==> config.mk <==
export PLATFORM = sky130hd
export DESIGN_NAME = dmem_bridge
export DESIGN_NICKNAME = d
export VERILOG_FILES = /design/src/rtl/dmem_bridge.sv
export SDC_FILE = /design/constraint.sdc
export NUM_CORES = 1
export LEC_CHECK = 0
export ABC_CLOCK_PERIOD_IN_PS = 1720
export BUFFER_PORTS_ARGS = -buffer_cell sky130_fd_sc_hd__buf_2
export CAP_MARGIN = 20
export CORE_MARGIN = 1
export CORE_UTILIZATION = 47
export DETAILED_ROUTE_END_ITERATION = 8
export PLACE_DENSITY = 0.86
export SETUP_SLACK_MARGIN = 0.02
export SLEW_MARGIN = 0
export SYNTH_ARGS = -nofsm -noshare
export SYNTH_HDL_FRONTEND = slang
export SYNTH_SLANG_ARGS = --single-unit
==> constraint.sdc <==
create_clock -name clk -period 1.72 [get_ports clk]
set_input_delay 0.43 -clock clk [delete_from_list [all_inputs] [get_ports clk]]
set_output_delay 0.43 -clock clk [all_outputs]
set_load 0.02 [all_outputs]
==> src/rtl/dmem_bridge.sv <==
// Memory-stage data bridge: turns pipeline loads/stores into a req/ack bus handshake with a bus timeout.
// Define DMEM_WBUF_EN to add a one-entry posted write buffer that acks stores early and drains on its own.
module dmem_bridge #(
   parameter int TO_CYCLES = 255
) (
   input  logic        clk,
   input  logic        reset,
   input  logic        req_M,
   input  logic        we_M,
   input  logic [31:0] addr_M,
   input  logic [31:0] wdata_M,
   input  logic [3:0]  byte_en_M,
   output logic [31:0] read_data_M,
   output logic        data_mem_ack,
   output logic        bus_req,
   output logic        bus_we,
   output logic [29:0] bus_addr,
   output logic [31:0] bus_wdata,
   output logic [3:0]  bus_be,
   input  logic [31:0] bus_rdata,
   input  logic        bus_ack,
   output logic        bus_err
);

   typedef enum logic [1:0] {IDLE, RD, WR, DONE} state_t;

   localparam logic [9:0] TO_LAST = 10'(TO_CYCLES - 1);

   state_t      state;
   state_t      state_next;
   logic [29:0] addr_q;
   logic [31:0] wdata_q;
   logic [3:0]  be_q;
   logic [9:0]  to_cnt;
   logic        accept;
   logic        timeout;
   logic        unused_addr_lsbs;

   assign unused_addr_lsbs = ^addr_M[1:0];

`ifdef DMEM_WBUF_EN
   logic wbuf_valid;
   // A pending drain owns the bus, so new accesses stall in IDLE until it has finished.
   assign accept = (state == IDLE) && req_M && !wbuf_valid;
`else
   assign accept = (state == IDLE) && req_M;
`endif

   // An ack on the last allowed cycle wins over the timeout.
   assign timeout = bus_req && !bus_ack && (to_cnt == TO_LAST);

   always_ff @(posedge clk or negedge reset) begin
      if (!reset) state <= IDLE;
      else        state <= state_next;
   end

   always_comb begin
      state_next = state;
      case (state)
         IDLE: begin
            if (accept) begin
`ifdef DMEM_WBUF_EN
               state_next = we_M ? DONE : RD;
`else
               state_next = we_M ? WR : RD;
`endif
            end
         end
         RD, WR:  if (bus_ack || timeout) state_next = DONE;
         DONE:    state_next = IDLE;
         default: state_next = IDLE;
      endcase
   end

   always_comb begin
      bus_req      = 1'b0;
      bus_we       = 1'b0;
      bus_be       = 4'h0;
      data_mem_ack = 1'b0;
      case (state)
         RD: begin
            bus_req = 1'b1;
            bus_be  = 4'hF;
         end
         WR: begin
            bus_req = 1'b1;
            bus_we  = 1'b1;
            bus_be  = be_q;
         end
         DONE:    data_mem_ack = 1'b1;
         default: ;
      endcase
`ifdef DMEM_WBUF_EN
      if (wbuf_valid) begin
         bus_req = 1'b1;
         bus_we  = 1'b1;
         bus_be  = be_q;
      end
`endif
   end

   assign bus_addr  = addr_q;
   assign bus_wdata = wdata_q;

   // Request fields, timeout counter, load data and the error pulse.
   always_ff @(posedge clk or negedge reset) begin
      if (!reset) begin
         addr_q      <= '0;
         wdata_q     <= '0;
         be_q        <= '0;
         to_cnt      <= '0;
         read_data_M <= '0;
         bus_err     <= 1'b0;
      end else begin
         bus_err <= timeout;
         if (!bus_req || bus_ack || timeout) to_cnt <= '0;
         else                                to_cnt <= to_cnt + 10'd1;
         if (accept) begin
            addr_q  <= addr_M[31:2];
            wdata_q <= wdata_M;
            be_q    <= byte_en_M;
         end
         if (state == RD && bus_ack)                       read_data_M <= bus_rdata;
         else if ((state == RD || state == WR) && timeout) read_data_M <= '0;
      end
   end

`ifdef DMEM_WBUF_EN
   always_ff @(posedge clk or negedge reset) begin
      if (!reset)                                  wbuf_valid <= 1'b0;
      else if (accept && we_M)                     wbuf_valid <= 1'b1;
      else if (wbuf_valid && (bus_ack || timeout)) wbuf_valid <= 1'b0;
   end
`endif

endmodule

Yosys cells after proc, flatten, opt, wreduce, memory -nomap -nowiden --
Cells that the tools add are included. W data, S select, Z words.
Word-level totals: flip-flop bits (word level) 111, latch bits 0, RAM bits 0, memory bits (read-only) 0, bits of input ports 105, memories kept 0
Operators by class: $add $sub $neg 1, multipliers 0, divide/modulo/power cells 0, $lt $le $gt $ge 0, eq/ne operators 6, shift operators 0, mux-type cells 11, bitwise logic cells 0, reduce and logical (&&, ||, !) cells 15
Operators with widths (number):
- $mux W32 | 2
- $add A10 B1 Y10 const B | 1
- $eq A10 B8 Y1 const B | 1
- $mux W10 | 1
- $pmux W4 S2 | 1
- $mux W2 | 3
- $pmux W2 S3 | 1
- $logic_and A1 B1 Y1 | 5
- $eq A2 B2 Y1 const B | 2
- $logic_or A1 B1 Y1 | 4
- $mux W1 | 3
- $eq A2 B1 Y1 const B | 1
- $logic_not A1 Y1 | 2
- $logic_not A2 Y1 | 1
- $ne A2 B1 Y1 const B | 1
- $ne A2 B2 Y1 const B | 1
- $reduce_and A2 Y1 | 1
- $reduce_bool A2 Y1 | 1
- $reduce_or A2 Y1 | 1

Depth between registers and ports, before layout --
depth in word-level cells 8, gate-level depth with buffers 7, depth with buffers taken out 6

Least setup slack after synthesis --
OpenSTA, ideal clock, no wires.
path type reg2reg, from register state[0], to register state[0], arrival time 1.659 ns, data required time 1.641 ns, slack -0.019 ns, stages on the path, launching flop included 7, period minus slack after synthesis 1.739 ns, cell sequence dfrtp_1 > inv_1 > ha_1 > nand2b_1 > a41o_4 > o21ai_2 > mux2i_1
On the way: longest elaborated chain between the ends 8, elaborated cells on any way between the ends 14, those cells by class eq/ne: 5; mux: 2; reduce/logical: 7
RTL lines:
- from (decl) | RTL line 29 | state_t state;
- from (signal assigned) | RTL line 54 | else state <= state_next;
- $eq A2 B1 Y1 / $eq A2 B2 Y1 (equally long branches) | RTL line 80 | case (state)
- $reduce_or A2 Y1 (no source line) *
- $mux W1 * | RTL line 80
- via bus_req | RTL line 15 | output logic bus_req,
- $logic_and A1 B1 Y1 * (2 in series) | RTL line 50 | assign timeout = bus_req && !bus_ack && (to_cnt == TO_LAST);
- $logic_or A1 B1 Y1 * | RTL line 69 | RD, WR: if (bus_ack || timeout) state_next = DONE;
- $ne A2 B1 Y1 (no source line) *
- $reduce_and A2 Y1 (no source line) *
The timed path passes the listed nets; every way through them passes the cells marked *. A chain may end at the register's enable or synchronous reset.

Worst setup path in the final report --
from register state[1], to output port bus_be[2]
On the way: longest elaborated chain between the ends 2, elaborated cells on any way between the ends 3, those cells by class eq/ne: 2; mux: 1
RTL lines:
- $eq A2 B2 Y1 / $eq A2 B1 Y1 (equally long branches) | RTL line 80
- $pmux W4 S2 * | RTL line 80
- to (decl) | RTL line 19 | output logic [3:0] bus_be,
Mark *: on every way between the ends. The rest lies on a longest branch, timed or not.

==> flow_metrics.env <==
export IMPL_synth_area_um2=4540
export IMPL_fmax_mhz=531
export IMPL_clk_path_buf_depth=2
export IMPL_n_antenna_cell=0
export IMPL_grt_setup_unrepaired="true"
export IMPL_power_density_nw_per_um2=1980
export IMPL_arrival_ns=1.45
export IMPL_routabilityCongestion=0.768
export IMPL_grt_pass1_vias=3610
export IMPL_crit_start="state[1]$_DFFE_PN0P_"
export IMPL_finClkSkew_ns=0.0132
export IMPL_syn_area_per_cell_um2=12.8
export IMPL_hold_depth=2
export IMPL_yosysMostFrequentCell="dfrtp_1"
export IMPL_final_util_pct=66.9
export IMPL_cp_max_fo=5
export IMPL_clock_root_buffer="clkbuf_8"
export IMPL_fin_nets=686
export IMPL_grt_pass1_wl_mm=17.0
export IMPL_cts_buffers=9
export IMPL_hold_path_class="in -> reg"
export IMPL_start_util_pct=48.9
export IMPL_power_w=0.0123
export IMPL_end_kind="output port"
export IMPL_async_reset_ff_share_pct=100
export IMPL_hold_ws_ns=0.289
export IMPL_syn_num_nets=467
export IMPL_grt_util_all_layers_pct=21.5
export IMPL_fp_dieW_um=100
export IMPL_clkSinkCount=111
export IMPL_drt_iter0_drc=86
export IMPL_p_leak_nw=3.04
export IMPL_cts_tree="yes"
export IMPL_fin_ws_ns=-0.165
export IMPL_viasPerCell=5.02
export IMPL_clkLatencyLatePin_ns=0.36
export IMPL_crit_end="bus_be[2]"
export IMPL_syn_to_final_growth_pct=36.8
export IMPL_critical_path_class="reg -> out"
export IMPL_ys_warn_count=0
export IMPL_io_pins=207
export IMPL_synth_commonest_cells="dfrtp_1 (111), nor2_1 (74), mux2_2 (66), nor3_1 (23), buf_2 (10)"
export IMPL_cp_required_ns=1.29
export IMPL_hpwl_mm=8.09
export IMPL_synth_top_area_share_pct=61.2
export IMPL_fin_crit_sh_pct=110
export IMPL_grt_max_degree=36
export IMPL_violations="setup timing"
export IMPL_drv_slew=0
export IMPL_wirelength_mm=10.9
export IMPL_htreeDepth=3
export IMPL_start_kind="flip-flop"
export IMPL_r2r_cells=7
export IMPL_antenna_left=0
export IMPL_die_h_um=100
export IMPL_setup_viol=6
export IMPL_r2r_end="state[0]$_DFFE_PN0P_"
export IMPL_synth_distinct_cells=32
export IMPL_yosysSeqAreaShare_pct=61.2
export IMPL_tightest_slew_ns=0.409
export IMPL_maxCapViolCount=0
export IMPL_run_status="complete, but fails checks"
export IMPL_drive_gt1_share_pct=58.2
export IMPL_drt_first_pass_iters=4
export IMPL_r2r_start="to_cnt[0]$_DFF_PN0_"
export IMPL_antenna_found_initial=0
export IMPL_num_vias=3552
export IMPL_synth_seq_cells=111
export IMPL_fin_crit_ns=1.88
export IMPL_core_area_um2=9280
export IMPL_rows=35
export IMPL_routedWlPerCell_um=15.3
export IMPL_clk_pin_slew_worst_paths_ns=0.11
export IMPL_grt_ovfl_total=0
export IMPL_vdd_drop_max_v=0.000935
export IMPL_reg2reg_slack_ns=0.10
export IMPL_max_slew_margin_rel_pct=72.7
export IMPL_port_buffers=204
export IMPL_synth_edf_count=0
export IMPL_synth_area_top_cells="dfrtp_1 (61%), mux2_2 (16%), nor2_1 (6.1%), nor3_1 (2.5%), nor3_2 (2.0%)"
export IMPL_syn_inst=355
export IMPL_synthFlopType="dfrtp_1"
export IMPL_finalHoldViolCount=0
export IMPL_yosysTopAreaCell="dfrtp_1"
export IMPL_drc=0
export IMPL_dieArea_um2=10100
-- final cells by class --
cell class                 count  area (um^2)
fill                         731         3070
multi-input combinational    221         1720
clock inverter                 6         75.1
inverter                       4         15.0
tap                          129          161
sequential                   111         2780
clock buffer                  10          138
timing repair buffer         227         1320
-- repair_timing --
| item | CTS | global route |
|---|---|---|
| hold buffers | 1 | 0 |
| endpoints found under the hold margin | 25 | 0 |
| pin swaps | 2 | 2 |
| setup endpoints to repair | 10 | 33 |
| gates resized for setup | 27 | 5 |
| setup buffers | 4 | 5 |
-- critical path, cell delays in order, from the launching register on --
cell     delay [ns]
dfrtp_1        0.40
buf_4          0.16
ha_4           0.20
a21oi_4        0.15
nor2b_4        0.05
buf_4          0.15
-- metrics by stage --
step	worst slack [ns]	instance area, um^2	cells	TNS (ns)
after floorplan	0.0355	4540	355	0
after global placement	0.0427	5800	682	0
after detailed placement	-0.00406	5800	682	-0.00406
after CTS	-0.159	6150	703	-0.701
after global routing	-0.213	6210	708	-1.12
final	-0.165	6210	708	-0.798
-- kinds of logic (layout without fill, tap and decap cells) --
| group | after synthesis | count (layout) | share of synthesized area (%) |
|---|---|---|---|
| flops | 111 | 111 | 61.2 |
| simple gates | 129 | 129 | 14.1 |
| fa+ha+maj | 7 | 7 | 1.93 |
| xor+xnor | 6 | 6 | 1.16 |
| mux | 70 | 70 | 17.2 |
| compound gates | 9 | 9 | 1.49 |
| buf+inv | 23 | 247 | 2.95 |
-- power breakdown --
part / total [W] / internal (W) / switching (W)
Combinational: 0.00620 / 0.00272 / 0.00347
Clock: 0.00165 / 0.000738 / 0.000915
Sequential: 0.00444 / 0.00382 / 0.000623
-- placed cells by master (no fill, tap or decap), types with 2 or more instances in the layout --
cell type,Yosys,routed
nor3_2,9,9
clkbuf_8,0,10
ha_4,0,3
nor2b_4,0,2
buf_4,0,18
buf_6,3,5
ha_1,7,3
nand4_1,3,3
mux2_2,66,66
nor3_1,23,23
mux2i_1,4,4
nand2_1,6,5
xor2_1,5,5
inv_6,0,2
nor2_1,74,74
inv_2,0,2
buf_2,10,196
a21oi_4,0,2
a21oi_2,0,2
buf_12,0,7
dfrtp_1,111,111
and2_1,2,2
inv_1,4,2
nor2b_2,0,2
-- worst min-delay path by stage --
stage | start | to | slack [ns]
floorplan | reset | be_q[0]$_DFFE_PN0P_ | 0.13
global placement | reset | bus_addr[11]$_DFFE_PN0P_ | 0.38
detailed placement | reset | read_data_M[0]$_DFFE_PN0P_ | 0.38
CTS | wdata_M[30] | bus_wdata[30]$_DFFE_PN0P_ | 0.27
global route | addr_M[17] | bus_addr[15]$_DFFE_PN0P_ | 0.27
finish | addr_M[29] | bus_addr[27]$_DFFE_PN0P_ | 0.29
-- per-layer routing --
| metal | GRT usage (%) | vias to the layer above | wire length, um |
|---|---|---|---|
| met4 | 8.47 | 0 | 289 |
| met5 | 0 | - | 0 |
| li1 | - | 1631 | - |
| met2 | 39.4 | 164 | 5690 |
| met3 | 6.27 | 27 | 898 |
| met1 | 23.4 | 1730 | 3990 |
-- sequential cells by signal, summed over array words and instances (netlist names) --
register	flops
be_q	4
bus_addr	30
bus_err	1
bus_wdata	32
read_data_M	32
state	2
to_cnt	10
Note: power is estimated with default switching activity, not from simulation.
